[config.mk]
export PLATFORM = sky130hd
export DESIGN_NAME = cut_sequencer_flat
export DESIGN_NICKNAME = d
export VERILOG_FILES = /design/src/rtl/cut_sequencer_pkg.sv /design/src/rtl/cut_sequencer_if.sv /design/src/rtl/cut_sequencer_seq_timer.sv /design/src/rtl/cut_sequencer.sv /design/src/flat_wrapper.sv
export SDC_FILE = /design/constraint.sdc
export NUM_CORES = 1
export LEC_CHECK = 0
export ABC_AREA = 1
export ABC_CLOCK_PERIOD_IN_PS = 4900
export CAP_MARGIN = 20
export CELL_PAD_IN_SITES_DETAIL_PLACEMENT = 1
export CELL_PAD_IN_SITES_GLOBAL_PLACEMENT = 1
export CORE_MARGIN = 4
export CORE_UTILIZATION = 35
export CTS_BUF_LIST = sky130_fd_sc_hd__clkbuf_8
export DETAILED_ROUTE_END_ITERATION = 8
export PLACE_DENSITY_LB_ADDON = 0.1
export SETUP_SLACK_MARGIN = 0.5
export SYNTH_ARGS = -nofsm -noshare
export SYNTH_HDL_FRONTEND = slang
export SYNTH_SLANG_ARGS = --single-unit
[constraint.sdc]
create_clock -name CLK -period 4.9 [get_ports CLK]
set_input_delay 0.98 -clock CLK [delete_from_list [all_inputs] [get_ports CLK]]
set_output_delay 0.98 -clock CLK [all_outputs]
set_load 0.02 [all_outputs]
[src/rtl/cut_sequencer_pkg.sv]
// Shared definitions for the cut sequencer: state encoding and timing defaults.
package cut_sequencer_pkg;

  typedef enum logic [2:0] {
    IDLE   = 3'd0,
    FEED   = 3'd1,
    CUT    = 3'd2,
    SETTLE = 3'd3,
    DONE   = 3'd4
  } state_t;

  localparam int CUT_CYCLES_DEF    = 2;
  localparam int SETTLE_CYCLES_DEF = 1;
  localparam int CNT_W             = 4;

endpackage

[src/rtl/cut_sequencer_if.sv]
// Job control and status bundle between a controller (master) and the sequencer (slave).
interface cut_sequencer_if;
  import cut_sequencer_pkg::*;

  logic             start;
  logic             abort;
  logic [CNT_W-1:0] len0;
  logic [CNT_W-1:0] len1;
  logic [CNT_W-1:0] len2;
  logic [1:0]       nol;
  logic             feed_en;
  logic             cut;
  logic             busy;
  logic             done;
  logic             aborted;
  logic [1:0]       layer_idx;
  logic [CNT_W-1:0] feed_cnt;

  modport master (
    output start, abort, len0, len1, len2, nol,
    input  feed_en, cut, busy, done, aborted, layer_idx, feed_cnt
  );

  modport slave (
    input  start, abort, len0, len1, len2, nol,
    output feed_en, cut, busy, done, aborted, layer_idx, feed_cnt
  );

endinterface

[src/rtl/cut_sequencer_seq_timer.sv]
// Small up-counter with synchronous clear (dominant) and count enable.
module seq_timer #(
  parameter int W = 4
) (
  input  logic         CLK,
  input  logic         CLR,
  input  logic         i_clr,
  input  logic         i_en,
  output logic [W-1:0] o_cnt
);

  logic [W-1:0] r_cnt;

  always_ff @(posedge CLK or negedge CLR) begin
    if (!CLR) begin
      r_cnt <= '0;
    end else if (i_clr) begin
      r_cnt <= '0;
    end else if (i_en) begin
      r_cnt <= r_cnt + 1'b1;
    end
  end

  assign o_cnt = r_cnt;

endmodule

[src/rtl/cut_sequencer.sv]
// Feed/cut/settle sequencer for up to three layers per job, with abort support.
module cut_sequencer
  import cut_sequencer_pkg::*;
#(
  parameter int CUT_CYCLES    = CUT_CYCLES_DEF,
  parameter int SETTLE_CYCLES = SETTLE_CYCLES_DEF
) (
  input  logic            CLK,
  input  logic            CLR,
  cut_sequencer_if.slave  bus
);

  localparam logic [CNT_W-1:0] CUT_LAST    = CNT_W'(CUT_CYCLES - 1);
  localparam logic [CNT_W-1:0] SETTLE_LAST = CNT_W'(SETTLE_CYCLES - 1);

  state_t           r_state;
  state_t           w_state_next;
  logic [CNT_W-1:0] r_len [0:2];
  logic [1:0]       r_nol;
  logic [1:0]       r_layer;
  logic             r_aborted;

  logic             w_start_ok;
  logic [CNT_W-1:0] w_len_sel;
  logic             w_last_layer;
  logic             w_feed_en;
  logic [CNT_W-1:0] w_feed_cnt;
  logic [CNT_W-1:0] w_phase_cnt;
  logic             w_feed_clr;
  logic             w_phase_clr;
  logic             w_phase_en;
  logic             w_layer_inc;
  logic             w_abort_set;

  logic [1:0]       w_tmr_clr;
  logic [1:0]       w_tmr_en;
  logic [CNT_W-1:0] w_tmr_cnt [0:1];

  // abort in IDLE suppresses a simultaneous start
  assign w_start_ok   = (r_state == IDLE) && bus.start && !bus.abort;
  assign w_last_layer = (r_layer == (r_nol - 2'd1));

  always_comb begin
    case (r_layer)
      2'd0:    w_len_sel = r_len[0];
      2'd1:    w_len_sel = r_len[1];
      default: w_len_sel = r_len[2];
    endcase
  end

  assign w_feed_en = (r_state == FEED) && (w_feed_cnt != w_len_sel);

  // timer 0 counts feed cycles, timer 1 paces the CUT and SETTLE phases
  assign w_tmr_clr   = {w_phase_clr, w_feed_clr};
  assign w_tmr_en    = {w_phase_en, w_feed_en};
  assign w_feed_cnt  = w_tmr_cnt[0];
  assign w_phase_cnt = w_tmr_cnt[1];

  generate
    for (genvar gi = 0; gi < 2; gi++) begin : g_tmr
      seq_timer #(.W(CNT_W)) u_tmr (
        .CLK   (CLK),
        .CLR   (CLR),
        .i_clr (w_tmr_clr[gi]),
        .i_en  (w_tmr_en[gi]),
        .o_cnt (w_tmr_cnt[gi])
      );
    end
  endgenerate

  always_ff @(posedge CLK or negedge CLR) begin
    if (!CLR) begin
      r_state <= IDLE;
    end else begin
      r_state <= w_state_next;
    end
  end

  always_comb begin
    w_state_next = r_state;
    w_feed_clr   = 1'b0;
    w_phase_clr  = 1'b0;
    w_phase_en   = 1'b0;
    w_layer_inc  = 1'b0;
    w_abort_set  = 1'b0;
    case (r_state)
      IDLE: begin
        if (w_start_ok) begin
          w_feed_clr   = 1'b1;
          w_state_next = (bus.nol == 2'd0) ? DONE : FEED;
        end
      end
      FEED: begin
        if (bus.abort) begin
          w_abort_set  = 1'b1;
          w_state_next = IDLE;
        end else if (w_feed_cnt == w_len_sel) begin
          w_phase_clr  = 1'b1;
          w_state_next = CUT;
        end
      end
      CUT: begin
        w_phase_en = 1'b1;
        if (bus.abort) begin
          w_abort_set  = 1'b1;
          w_state_next = IDLE;
        end else if (w_phase_cnt == CUT_LAST) begin
          w_phase_clr = 1'b1;
          if (w_last_layer) begin
            w_state_next = DONE;
          end else begin
            w_layer_inc  = 1'b1;
            w_feed_clr   = 1'b1;
            w_state_next = SETTLE;
          end
        end
      end
      SETTLE: begin
        w_phase_en = 1'b1;
        if (bus.abort) begin
          w_abort_set  = 1'b1;
          w_state_next = IDLE;
        end else if (w_phase_cnt == SETTLE_LAST) begin
          w_phase_clr  = 1'b1;
          w_state_next = FEED;
        end
      end
      DONE: begin
        w_state_next = IDLE;
      end
      default: begin
        w_state_next = IDLE;
      end
    endcase
  end

  always_ff @(posedge CLK or negedge CLR) begin
    if (!CLR) begin
      for (int i = 0; i < 3; i++) r_len[i] <= '0;
      r_nol     <= 2'd0;
      r_layer   <= 2'd0;
      r_aborted <= 1'b0;
    end else begin
      r_aborted <= w_abort_set;
      if (w_start_ok) begin
        r_len[0] <= bus.len0;
        r_len[1] <= bus.len1;
        r_len[2] <= bus.len2;
        r_nol    <= bus.nol;
        r_layer  <= 2'd0;
      end else if (w_layer_inc) begin
        r_layer  <= r_layer + 2'd1;
      end
    end
  end

  assign bus.feed_en   = w_feed_en;
  assign bus.cut       = (r_state == CUT);
  assign bus.busy      = (r_state != IDLE);
  assign bus.done      = (r_state == DONE);
  assign bus.aborted   = (r_state == IDLE) && r_aborted;
  assign bus.layer_idx = r_layer;
  assign bus.feed_cnt  = w_feed_cnt;

endmodule

[src/flat_wrapper.sv]
// flat-port wrapper written by rule: the top's interface ports become plain ports
module cut_sequencer_flat import cut_sequencer_pkg::*;
#(
  parameter int CUT_CYCLES    = CUT_CYCLES_DEF,
  parameter int SETTLE_CYCLES = SETTLE_CYCLES_DEF
)
  (CLK, CLR, bus_start, bus_abort, bus_len0, bus_len1, bus_len2, bus_nol, bus_feed_en, bus_cut, bus_busy, bus_done, bus_aborted, bus_layer_idx, bus_feed_cnt);
  cut_sequencer_if bus_i ();
  input  logic CLK;
  input  logic CLR;
  input wire logic [$bits(bus_i.start)-1:0] bus_start;
  input wire logic [$bits(bus_i.abort)-1:0] bus_abort;
  input wire logic [$bits(bus_i.len0)-1:0] bus_len0;
  input wire logic [$bits(bus_i.len1)-1:0] bus_len1;
  input wire logic [$bits(bus_i.len2)-1:0] bus_len2;
  input wire logic [$bits(bus_i.nol)-1:0] bus_nol;
  output wire logic [$bits(bus_i.feed_en)-1:0] bus_feed_en;
  output wire logic [$bits(bus_i.cut)-1:0] bus_cut;
  output wire logic [$bits(bus_i.busy)-1:0] bus_busy;
  output wire logic [$bits(bus_i.done)-1:0] bus_done;
  output wire logic [$bits(bus_i.aborted)-1:0] bus_aborted;
  output wire logic [$bits(bus_i.layer_idx)-1:0] bus_layer_idx;
  output wire logic [$bits(bus_i.feed_cnt)-1:0] bus_feed_cnt;
  assign bus_i.start = bus_start;
  assign bus_i.abort = bus_abort;
  assign bus_i.len0 = bus_len0;
  assign bus_i.len1 = bus_len1;
  assign bus_i.len2 = bus_len2;
  assign bus_i.nol = bus_nol;
  assign bus_feed_en = bus_i.feed_en;
  assign bus_cut = bus_i.cut;
  assign bus_busy = bus_i.busy;
  assign bus_done = bus_i.done;
  assign bus_aborted = bus_i.aborted;
  assign bus_layer_idx = bus_i.layer_idx;
  assign bus_feed_cnt = bus_i.feed_cnt;
  cut_sequencer #(.CUT_CYCLES(CUT_CYCLES), .SETTLE_CYCLES(SETTLE_CYCLES)) u_core (.CLK(CLK), .CLR(CLR), .bus(bus_i));
endmodule
# ---- Yosys cells after proc, flatten, opt, wreduce, memory -nomap -nowiden
# Index checks and enable logic that the tools add are counted.
dict set report op_classes {
  addsub 4
  eq_ne 13
  mux 33
  reduce_logical 16
}
# op n
set op_table {}
lappend op_table {{$mux W3} 9}
lappend op_table {{$mux W4} 4}
lappend op_table {{$mux W1} 14}
lappend op_table {{$pmux W3 S4} 1}
lappend op_table {{$add A4 B1 Y4 const B} 2}
lappend op_table {{$pmux W4 S2} 1}
lappend op_table {{$eq A3 B2 Y1 const B} 2}
lappend op_table {{$ne A3 B2 Y1 const B} 2}
lappend op_table {{$reduce_bool A2 Y1} 3}
lappend op_table {{$eq A4 B1 Y1 const B} 1}
lappend op_table {{$eq A4 B4 Y1} 1}
lappend op_table {{$logic_and A1 B1 Y1} 4}
lappend op_table {{$logic_not A2 Y1} 2}
lappend op_table {{$logic_not A4 Y1} 1}
lappend op_table {{$mux W2} 2}
lappend op_table {{$ne A4 B4 Y1} 1}
lappend op_table {{$reduce_and A4 Y1} 1}
lappend op_table {{$eq A3 B1 Y1 const B} 1}
lappend op_table {{$eq A3 B3 Y1 const B} 1}
lappend op_table {{$logic_not A3 Y1} 1}
lappend op_table {{$ne A3 B3 Y1 const B} 1}
lappend op_table {{$pmux W1 S3} 1}
lappend op_table {{$reduce_bool A3 Y1} 1}
lappend op_table {{$reduce_or A3 Y1} 1}
lappend op_table {{8 further kinds} 8}
dict set report word_totals {
  regBits 28
  inputBits 18
  word_cells 75
}

# ---- Longest topological paths before layout
# Gate-level depths: netlist (run 1).
dict set report logic_depth {
  ltp_word 8
  mapped_depth 14
  mapped_depth_nobuf 14
}

# ---- By module
# From an unflattened synthesis (run 1), not the netlist that was laid out.
dict set report unflattened {
  hier_cells 218
  hier_area_um2 1642.8
}
# module instances cells_per_inst area_per_inst_um2
set modules_own_cells {}
lappend modules_own_cells {cut_sequencer 1 170 1239.9}
lappend modules_own_cells {seq_timer 2 24 201.4}

# ---- Worst setup path after synthesis (run 1)
# OpenSTA, ideal clock, no wires.
dict set report synth_timing {
  kind {flip-flop to output port}
  start {reg u_core.r_layer[0], in the netlist u_core.bus.layer_idx[0]}
  end {out bus_feed_en}
  arrival_time_ns 1.618
  required_time_ns 3.920
  slack_ns 2.302
  path_stages_with_launch 11
  path_buffers 0
  path_cell_list {dfrtp_1 inv_1 ha_1 nor2_2 nand2_1 nand3_1 nand2_1 nor2_1 nand2_2 nand2_2 inv_1}
}
dict set report synth_via {
  elab_chain_len 4
}
# item line
set synth_rtl {}
lappend synth_rtl {{from (decl)} cut_sequencer.sv:20} ;# logic [1:0] r_layer;
lappend synth_rtl {{from (signal assigned)} cut_sequencer.sv:152} ;# r_layer <= r_layer + 2'd1;
lappend synth_rtl {{$eq A2 B1 Y1 or $logic_not A2 Y1 (tied branches)} cut_sequencer.sv:44} ;# case (r_layer)
lappend synth_rtl {{$pmux W4 S2 *} cut_sequencer.sv:44}
lappend synth_rtl {{$ne A4 B4 Y1 *} cut_sequencer.sv:51} ;# assign w_feed_en = (r_state == FEED) && (w_feed_cnt != w_len_sel);
lappend synth_rtl {{$logic_and A1 B1 Y1 *} cut_sequencer.sv:51}
lappend synth_rtl {{to (decl)} flat_wrapper.sv:17} ;# output wire logic [$bits(bus_i.feed_en)-1:0] bus_feed_en;
# Every way passes the cells marked *; elsewhere a longest branch is shown, timed or not.

# ---- Worst setup path in the final report (run 1)
# Same ends and word-level chain as after synthesis.

==> impl_metrics.env, run 1 <==
export IMPL_run_status="complete, no violations"
export IMPL_power_internal_uw=668
export IMPL_critPathCaptureType="output port"
export IMPL_finalHoldViolCount=0
export IMPL_period_needed_ns=3.43
export IMPL_cts_root_buf="clkbuf_8"
export IMPL_synth_commonest_cells="nand2_1 (89), dfrtp_1 (28), inv_1 (26)"
export IMPL_synth_seq_cells=28
export IMPL_die_area_um2=5860
export IMPL_cts_sinks=28
export IMPL_power_leakage_uw=0.00107
export IMPL_gp_congestion=0.760
export IMPL_ir_drop_mv=0.228
export IMPL_path_common_cell="nand2_1"
export IMPL_yosysTopAreaCell="dfrtp_1"
export IMPL_cts_resized=0
export IMPL_n_antenna_cell=0
export IMPL_grt_ovfl_total=0
export IMPL_post_cts_setup_buffers=0
export IMPL_hp_class="flop to flop"
export IMPL_avgSynthCellArea_um2=7.58
export IMPL_setup_tns_ns=0
export IMPL_ios=29
export IMPL_worstPathArrival_ns=2.45
export IMPL_skew_ns=0.00601
export IMPL_synth_edff_count=0
export IMPL_synthesis_nets=241
export IMPL_cts_buffers=3
export IMPL_vias=1440
export IMPL_seq_power_share_pct=33.8
export IMPL_dp_hpwl_mm=3.07
export IMPL_pwr_share_clk_pct=11.8
export IMPL_die_y_um=76.5
export IMPL_pre_cts_slack_ns=1.77
export IMPL_syn_area_um2=1640
export IMPL_grt_pass1_vias=1572
export IMPL_tightest_slew_ns=0.372
export IMPL_final_nets=273
export IMPL_nFillCells=577
export IMPL_clk_pin_slew_worst_paths_ns=0.10
export IMPL_h_tree_depth=1
export IMPL_combinationalPowerShare_pct=54.3
export IMPL_synthFlopType="dfrtp_1"
export IMPL_initial_utilization_pct=37.0
export IMPL_final_max_slew_viol_count=0
export IMPL_wl_mm=3.93
export IMPL_fmax_ghz=0.292
export IMPL_post_route_period_util_pct=70.0
export IMPL_synthTopCellsByArea="dfrtp_1 (43%), nand2_1 (20%), inv_1 (5.9%)"
export IMPL_post_drt_wl_per_cell_um=13.1
export IMPL_seq_area_um2=701
export IMPL_drv_cap=0
export IMPL_drt_initial_drc_count=41
export IMPL_r2r_slack_ns=3.02
export IMPL_avgViaCountPerCell=4.80
export IMPL_ys_warn_count=0
export IMPL_setup_viol=0
export IMPL_critPathLaunchType="flop"
export IMPL_switchingPower_uw=589
export IMPL_yosysMostFrequentCell="nand2_1"
export IMPL_rsz0062_at_grt="false"
export IMPL_drive_above_1_share_pct=10.5
export IMPL_syn_inst=217
export IMPL_fin_ws_ns=1.47
export IMPL_cpPeakStageDelay_ns=0.60
export IMPL_syn2layout_area_growth_pct=24.2
export IMPL_ys_seq_area_share_pct=42.6
export IMPL_worstSetupPathType="flop to output port"
export IMPL_cp_required_ns=3.92
export IMPL_worst_path_max_delay_cell="clkdlybuf4s50_1"
export IMPL_fp_row_count=24
export IMPL_cp_max_fo=6
export IMPL_p_sw_share_pct=46.8
export IMPL_drc_errors=0
export IMPL_clock_latency_ns=0.28
export IMPL_fin_hold_ws_ns=0.489
export IMPL_grt_first_pass_wirelength_mm=7.29
export IMPL_cts_tree="yes"
export IMPL_grt_usage_pct=15.3
export IMPL_p_per_area_nw_per_um2=616
export IMPL_port_buffers=28
export IMPL_cts_buffer_depth=2
export IMPL_ctsHoldBuffers=0
export IMPL_synth_top_area_share_pct=42.6
export IMPL_cp_cell_sequence="inv_1 -> ha_1 -> nor2_2 -> nand2_1 -> nand2_1 -> nand2_1 -> nand2_1 -> nor2_1 -> nand2_2 -> nand2_2 -> inv_1 -> clkdlybuf4s50_1"
export IMPL_synth_async_sr_flop_share_pct=100
export IMPL_die_x_um=76.5
export IMPL_ant_nets=0
export IMPL_multi_input_area_um2=821
export IMPL_coreArea_um2=4440
export IMPL_ys_types=28
export IMPL_antenna_found_initial=0
export IMPL_dr_pass1_iters=4
export IMPL_max_slew_margin_rel_pct=75.2
export IMPL_grt_max_degree=29
==> state kept, by name, indices dropped and copies added, names as in the netlist <==
name                      cells
u_core.r_nol                  2
u_core.r_aborted              1
u_core.bus.layer_idx          2
u_core.g_tmr.u_tmr.o_cnt      8
u_core.r_state                3
u_core.r_len                 12
==> power by group through the flow <==
stage               Clock [uW]  Sequential [uW]  Combinational (uW)
floorplan                    0              423                 484
detailed placement           0              432                 697
global placement             0              433                 678
CTS                        153              428                 701
global route               162              443                 801
finish                     149              426                 683
==> stage by stage <==
step	instances	total power [uW]	util (%)	cell area (um2)
2_1_floorplan	217	908	-	1640
3_3_place_gp	296	1110	44.7	1990
3_5_place_dp	296	1130	44.7	1990
4_1_cts	300	1280	45.9	2040
5_1_grt	300	1410	45.9	2040
6_report	300	1260	45.9	2040
==> layout by cell type, fill, tap and decap left out <==
| cell | netlist | routed |
|---|---|---|
| nor2_4 | 2 | 2 |
| xor2_1 | 5 | 5 |
| a21oi_1 | 2 | 2 |
| dfrtp_1 | 28 | 28 |
| nor3_4 | 1 | 1 |
| clkdlybuf4s50_1 | 0 | 28 |
| o32ai_1 | 1 | 1 |
| nand3_1 | 16 | 16 |
| nor2_1 | 11 | 11 |
| nor4_1 | 1 | 1 |
| nand3b_1 | 1 | 1 |
| clkbuf_8 | 0 | 4 |
| nand4_1 | 3 | 3 |
| inv_1 | 26 | 26 |
| buf_4 | 0 | 1 |
| o21ai_1 | 1 | 1 |
| o211ai_1 | 1 | 1 |
| o21ai_0 | 1 | 1 |
| nand2_2 | 5 | 5 |
| xnor2_1 | 1 | 1 |
| mux2_2 | 1 | 1 |
| nor3_2 | 1 | 1 |
| ha_1 | 6 | 6 |
| nor3_1 | 1 | 1 |
| nor2_8 | 1 | 1 |
| nor2_2 | 3 | 3 |
| o21ai_2 | 2 | 2 |
| nand2_1 | 89 | 89 |
| inv_2 | 4 | 4 |
| a21oi_4 | 1 | 1 |
==> layer usage <==
layer	vias up	GRT usage [%]	part of all wire [%]
li1	731	-	-
met1	679	21.0	49
met2	25	23.9	45
met3	5	2.60	3.6
met4	0	5.98	1.7
met5	-	0	0
==> worst max-delay path: cells and delay by family, from the launching register on <==
kind	cells	cell delay (ns)
buf+inv	3	0.78
simple gates	8	0.73
flops	1	0.39
fa+ha+maj	1	0.27
==> final timing paths <==
path	cells past startpoint	endpoint	start
setup / recovery	12	bus_feed_en	u_core.bus.layer_idx[0]
hold / removal	2	u_core.r_len[9]	u_core.r_len[9]
setup reg to reg	12	u_core.r_state[0]	u_core.bus.layer_idx[0]
hold reg to reg	2	u_core.r_len[9]	u_core.r_len[9]
max in group asynchronous	2	u_core.g_tmr[0].u_tmr.o_cnt[1]	CLR
min in group asynchronous	2	u_core.r_nol[0]	CLR
==> final cells by class <==
cell class	count	area share (%)
Tap cell	52	3.19
Timing Repair Buffer	29	14.1
Clock buffer	4	2.70
Inverter	30	5.51
Sequential cell	28	34.3
Multi-Input combinational cell	157	40.2
==> cell families after synthesis <==
logic type | share of synthesized area, %
compound gates | 4.26
xor+xnor | 3.20
fa+ha+maj | 4.57
buf+inv | 7.46
flops | 42.6
mux | 0.685
simple gates | 37.2
(Power assumes the default switching activity.)
==> inputs of run 2 (changes only) <==
ABC_CLOCK_PERIOD_IN_PS = 3400   (was 4900)
clock period = 3.4 ns   (was 4.9 ns; I/O delays follow)
==> run 2 against run 1 <==
Critical path depth down 2. Non-clock buffer count increased by 3. First-iteration DRC count is 15% higher. Largest power group unchanged. Cell area up 2.7%. Die area did not move. Sequential share of layout area shrank 0.84 points. Utilization rose by 1.2 points. Clock skew increased by 0.0028 ns. Highest routed layer unchanged. Register-to-register slack got worse by 1.4 ns.
==> impl_metrics.env, run 2 (synthesized netlist as in run 1, its figures left out) <==
export IMPL_run_status="complete, no violations"
export IMPL_drive_above_1_share_pct=13.5
export IMPL_setup_tns_ns=0
export IMPL_pre_cts_slack_ns=0.541
export IMPL_grt_first_pass_wirelength_mm=7.16
export IMPL_gr_max_usage_layer="met2"
export IMPL_layout_commonest_cell="nand2_1"
export IMPL_syn2layout_area_growth_pct=27.5
export IMPL_grtUsageMet2_pct=23.5
export IMPL_avgViaCountPerCell=4.78
export IMPL_ir_drop_mv=0.344
export IMPL_port_buffers=28
export IMPL_pwr_share_clk_pct=11.4
export IMPL_drc_errors=0
export IMPL_cts_root_buf="clkbuf_8"
export IMPL_clock_latency_ns=0.28
export IMPL_h_tree_depth=1
export IMPL_max_slew_margin_rel_pct=75.5
export IMPL_grt_pass1_vias=1535
export IMPL_power_internal_uw=1010
export IMPL_rsz0062_at_grt="false"
export IMPL_seq_power_share_pct=32.9
export IMPL_seq_area_um2=702
export IMPL_wl_mm=4.02
export IMPL_skew_ns=0.00885
export IMPL_final_nets=276
export IMPL_top_register="u_core.r_len"
export IMPL_grt_max_degree=29
export IMPL_drt_initial_drc_count=47
export IMPL_post_route_period_util_pct=78.6
export IMPL_setup_viol=0
export IMPL_fmax_ghz=0.374
export IMPL_die_x_um=76.5
export IMPL_finalHoldViolCount=0
export IMPL_drv_cap=0
export IMPL_fp_row_count=24
export IMPL_p_per_area_nw_per_um2=897
export IMPL_antenna_found_initial=0
export IMPL_post_drt_wl_per_cell_um=13.3
export IMPL_cp_max_fo=5
export IMPL_hp_class="flop to flop"
export IMPL_critPathCaptureType="output port"
export IMPL_gp_congestion=0.789
export IMPL_die_area_um2=5860
export IMPL_combinationalPowerShare_pct=55.7
export IMPL_dp_hpwl_mm=3.03
export IMPL_die_y_um=76.5
export IMPL_period_needed_ns=2.67
export IMPL_clk_pin_slew_worst_paths_ns=0.10
export IMPL_grt_usage_pct=14.8
export IMPL_final_max_slew_viol_count=0
export IMPL_most_common_layout_cells="nand2_1 (89), clkdlybuf4s50_1 (27), dfrtp_1 (27)"
export IMPL_initial_utilization_pct=37.0
export IMPL_coreArea_um2=4440
export IMPL_cts_sinks=28
export IMPL_n_antenna_cell=0
export IMPL_multi_input_area_um2=851
export IMPL_dr_pass1_iters=4
export IMPL_fin_ws_ns=0.726
export IMPL_worstSetupPathType="flop to output port"
export IMPL_largest_register_ffs=12
export IMPL_cts_buffer_depth=2
export IMPL_ant_nets=0
export IMPL_cts_tree="yes"
export IMPL_vias=1447
export IMPL_nFillCells=563
export IMPL_p_sw_share_pct=46.5
export IMPL_grt_util_met3_pct=2.25
export IMPL_fin_hold_ws_ns=0.496
export IMPL_cts_buffers=3
export IMPL_tightest_slew_ns=0.367
export IMPL_ios=29
export IMPL_critPathLaunchType="flop"
export IMPL_met1_usage_pct=20.8
export IMPL_switchingPower_uw=875
export IMPL_grt_ovfl_total=0
export IMPL_cp_required_ns=2.72
export IMPL_worstPathArrival_ns=1.99
export IMPL_power_leakage_uw=0.00108
-- run 2: metrics by stage --
stage	power (uW)	area, um2	utilization [%]	instances
2_1_floorplan	1310	1640	-	217
3_3_place_gp	1600	1990	44.7	296
3_5_place_dp	1620	1990	44.7	296
4_1_cts	1840	2050	46.1	301
5_1_grt	2080	2100	47.2	303
6_report	1880	2100	47.2	303
-- run 2: power groups by stage --
stage | registers, uW | logic [uW] | clock network [uW]
global route | 646 | 1200 | 235
CTS | 615 | 1010 | 221
floorplan | 610 | 698 | 0
global placement | 624 | 978 | 0
detailed placement | 622 | 1000 | 0
finish | 618 | 1050 | 215
-- run 2: final cells by class --
type | instances | area share, %
multi-input cells | 157 | 40.6
flip-flops and latches | 28 | 33.5
repair buffers | 32 | 14.7
inverters | 30 | 5.49
well taps | 52 | 3.10
clock buffers | 4 | 2.63
-- run 2: repair_timing --
item,in CTS,in global routing
setup buffers,1,2
hold buffers,0,0
resized for setup,2,8
pin swaps,1,1
setup endpoints to repair,1,1
-- run 2: per-layer routing --
| layer | up-vias | part of all wire (%) |
|---|---|---|
| li1 | 738 | - |
| met1 | 685 | 50 |
| met2 | 20 | 47 |
| met3 | 4 | 2.5 |
| met4 | 0 | 0.92 |
| met5 | - | 0 |
-- run 2: path summary, 6_finish.rpt --
| check | end | cells past startpoint | startpoint | slack, ns |
|---|---|---|---|---|
| setup / recovery | bus_feed_en | 10 | u_core.bus.layer_idx[0] | 0.73 |
| hold / removal | u_core.r_len[4] | 2 | u_core.r_len[4] | 0.50 |
| setup reg to reg | u_core.r_state[0] | 12 | u_core.bus.layer_idx[0] | 1.63 |
| hold reg to reg | u_core.r_len[4] | 2 | u_core.r_len[4] | 0.50 |
| max in group asynchronous | u_core.bus.layer_idx[0] | 2 | CLR | 2.33 |
| min in group asynchronous | u_core.g_tmr[1].u_tmr.o_cnt[1] | 2 | CLR | 0.77 |
-- run 2: worst max-delay path, stage by stage (launching register included) --
cell and delay, ns:
dfrtp_2 0.46, ha_4 0.20, nor2_4 0.13, nand2_1 0.09, nand3_1 0.09, nand2_1 0.05
nor2_1 0.12, nand2_2 0.09, nand2_2 0.10, inv_1 0.07, dlygate4sd2_1 0.32
==> inputs of run 3 (changes only) <==
ABC_CLOCK_PERIOD_IN_PS = 2500   (was 3400)
clock period = 2.5 ns   (was 3.4 ns; I/O delays follow)
==> run 3 against run 2 <==
Register-to-register slack got worse by 0.91 ns. Routed wire length rose by 5.0%. Utilization is 2.0 points higher. Highest routed layer unchanged. Die area stayed put. First-iteration DRC count did not move. Critical path depth increased by 3. Sequential power rose by 37%. Cell area grew 4.2%. Clock power is 36% higher. Combinational power is 51% higher. Sequential cell count unchanged. Final cell count is 1.7% higher. Critical path type unchanged.
==> impl_metrics.env, run 3 (synthesized netlist as in run 1, its figures left out) <==
export IMPL_p_per_area_nw_per_um2=1250
export IMPL_fin_util_pct=49.2
export IMPL_fmax_ghz=0.449
export IMPL_r2r_start="u_core.bus.layer_idx[0]"
export IMPL_max_slew_margin_rel_pct=74.5
export IMPL_run_status="complete, no violations"
export IMPL_rsz0062_at_grt="true"
export IMPL_cts_tree="yes"
export IMPL_setup_viol=0
export IMPL_port_buffers=28
export IMPL_grt_first_pass_wirelength_mm=7.51
export IMPL_post_drt_wl_per_cell_um=13.7
export IMPL_antenna_found_initial=0
export IMPL_vias=1491
export IMPL_grt_usage_pct=15.9
export IMPL_drv_cap=0
export IMPL_pre_cts_slack_ns=0.0207
export IMPL_grt_ovfl_total=0
export IMPL_cts_buffer_depth=2
export IMPL_period_needed_ns=2.23
export IMPL_cts_buffers=3
export IMPL_ant_nets=0
export IMPL_hp_class="flop to flop"
export IMPL_die_x_um=76.5
export IMPL_dp_hpwl_mm=3.07
export IMPL_die_area_um2=5860
export IMPL_ctsHoldBuffers=0
export IMPL_die_y_um=76.5
export IMPL_finalHoldViolCount=0
export IMPL_ios=29
export IMPL_clock_latency_ns=0.28
export IMPL_grt_max_degree=29
export IMPL_syn2layout_area_growth_pct=33.0
export IMPL_crit_end="bus_feed_en"
export IMPL_avgViaCountPerCell=4.84
export IMPL_h_tree_depth=1
export IMPL_drive_above_1_share_pct=24.2
export IMPL_fin_hold_ws_ns=0.483
export IMPL_tightest_slew_ns=0.383
export IMPL_cp_required_ns=2.00
export IMPL_post_route_period_util_pct=89.1
export IMPL_gp_congestion=0.746
export IMPL_cp_max_fo=5
export IMPL_setup_tns_ns=0
export IMPL_grt_pass1_vias=1581
export IMPL_largest_register_ffs=12
export IMPL_critPathCaptureType="output port"
export IMPL_fp_row_count=24
export IMPL_initial_utilization_pct=37.0
export IMPL_ir_drop_mv=0.498
export IMPL_cts_sinks=28
export IMPL_power_leakage_uw=0.00112
export IMPL_fin_ws_ns=0.272
export IMPL_worstSetupPathType="flop to output port"
export IMPL_startpoint="u_core.bus.layer_idx[0]"
export IMPL_worstPathArrival_ns=1.73
export IMPL_n_antenna_cell=0
export IMPL_layout_commonest_cell="nand2_1"
export IMPL_power_uw=2740
export IMPL_r2r_end="u_core.r_state[0]"
export IMPL_critPathLaunchType="flop"
export IMPL_cts_root_buf="clkbuf_8"
export IMPL_final_nets=281
export IMPL_top_register="u_core.r_len"
export IMPL_drc_errors=0
export IMPL_coreArea_um2=4440
export IMPL_r2r_slack_ns=0.72
export IMPL_skew_ns=0.00554
export IMPL_drt_initial_drc_count=47
export IMPL_r2r_cells=15
export IMPL_wl_mm=4.21
export IMPL_clk_pin_slew_worst_paths_ns=0.10
export IMPL_most_common_layout_cells="nand2_1 (83), clkdlybuf4s50_1 (23), dfrtp_1 (22)"
export IMPL_final_max_slew_viol_count=0
export IMPL_dr_pass1_iters=3
[run 3: layout make-up]
type                    instances  area, um2
inverters                      30        115
well taps                      52       65.1
clock buffers                   4       55.1
multi-input cells             157        896
repair buffers                 37        347
fillers                       560       2260
flip-flops and latches         28        708
[run 3: metrics by stage]
stage | cells | cell area (um2)
global placement | 300 | 2020
detailed placement | 300 | 2020
finish | 308 | 2190
floorplan | 217 | 1650
global route | 308 | 2190
CTS | 307 | 2160
[run 3: worst min path at each step]
stage | depth (start not counted) | slack (ns) | from | end
floorplan | 0 | 0.20 | CLR | u_core.bus.layer_idx[0]
global placement | 2 | 0.46 | u_core.r_len[0] | u_core.r_len[0]
detailed placement | 2 | 0.46 | u_core.r_len[8] | u_core.r_len[8]
CTS | 2 | 0.49 | u_core.r_len[8] | u_core.r_len[8]
global route | 2 | 0.52 | u_core.r_len[4] | u_core.r_len[4]
finish | 2 | 0.48 | u_core.r_len[8] | u_core.r_len[8]
[run 3: repair_timing]
| item | 4_1_cts | 5_1_grt |
|---|---|---|
| setup endpoints to repair | 5 | 5 |
| buffers inserted | 3 | 1 |
| resized for setup | 27 | 12 |
| pin swaps | 15 | 5 |
[run 3: layer usage]
layer | track usage [%] | up-vias | share of wire (%)
met2 | 27.2 | 23 | 50
met4 | 3.99 | 0 | 1.4
li1 | - | 746 | -
met3 | 3.90 | 7 | 3.3
met1 | 20.1 | 715 | 46
met5 | 0 | - | 0
[run 3: power by group]
| group | internal [uW] | total, uW | switching (uW) |
|---|---|---|---|
| Clock | 141 | 293 | 152 |
| Combinational | 660 | 1590 | 934 |
| Sequential | 659 | 848 | 189 |
[run 3: critical path: stages, from the launching register on]
cell	delay (ns)
dfrtp_2	0.42
inv_2	0.06
ha_4	0.18
nand2_1	0.06
nand2_1	0.05
inv_1	0.09
nand2_1	0.06
nand2_1	0.06
nand2_1	0.05
nor2_1	0.12
nand2_2	0.07
nand2_2	0.07
inv_2	0.04
buf_6	0.12
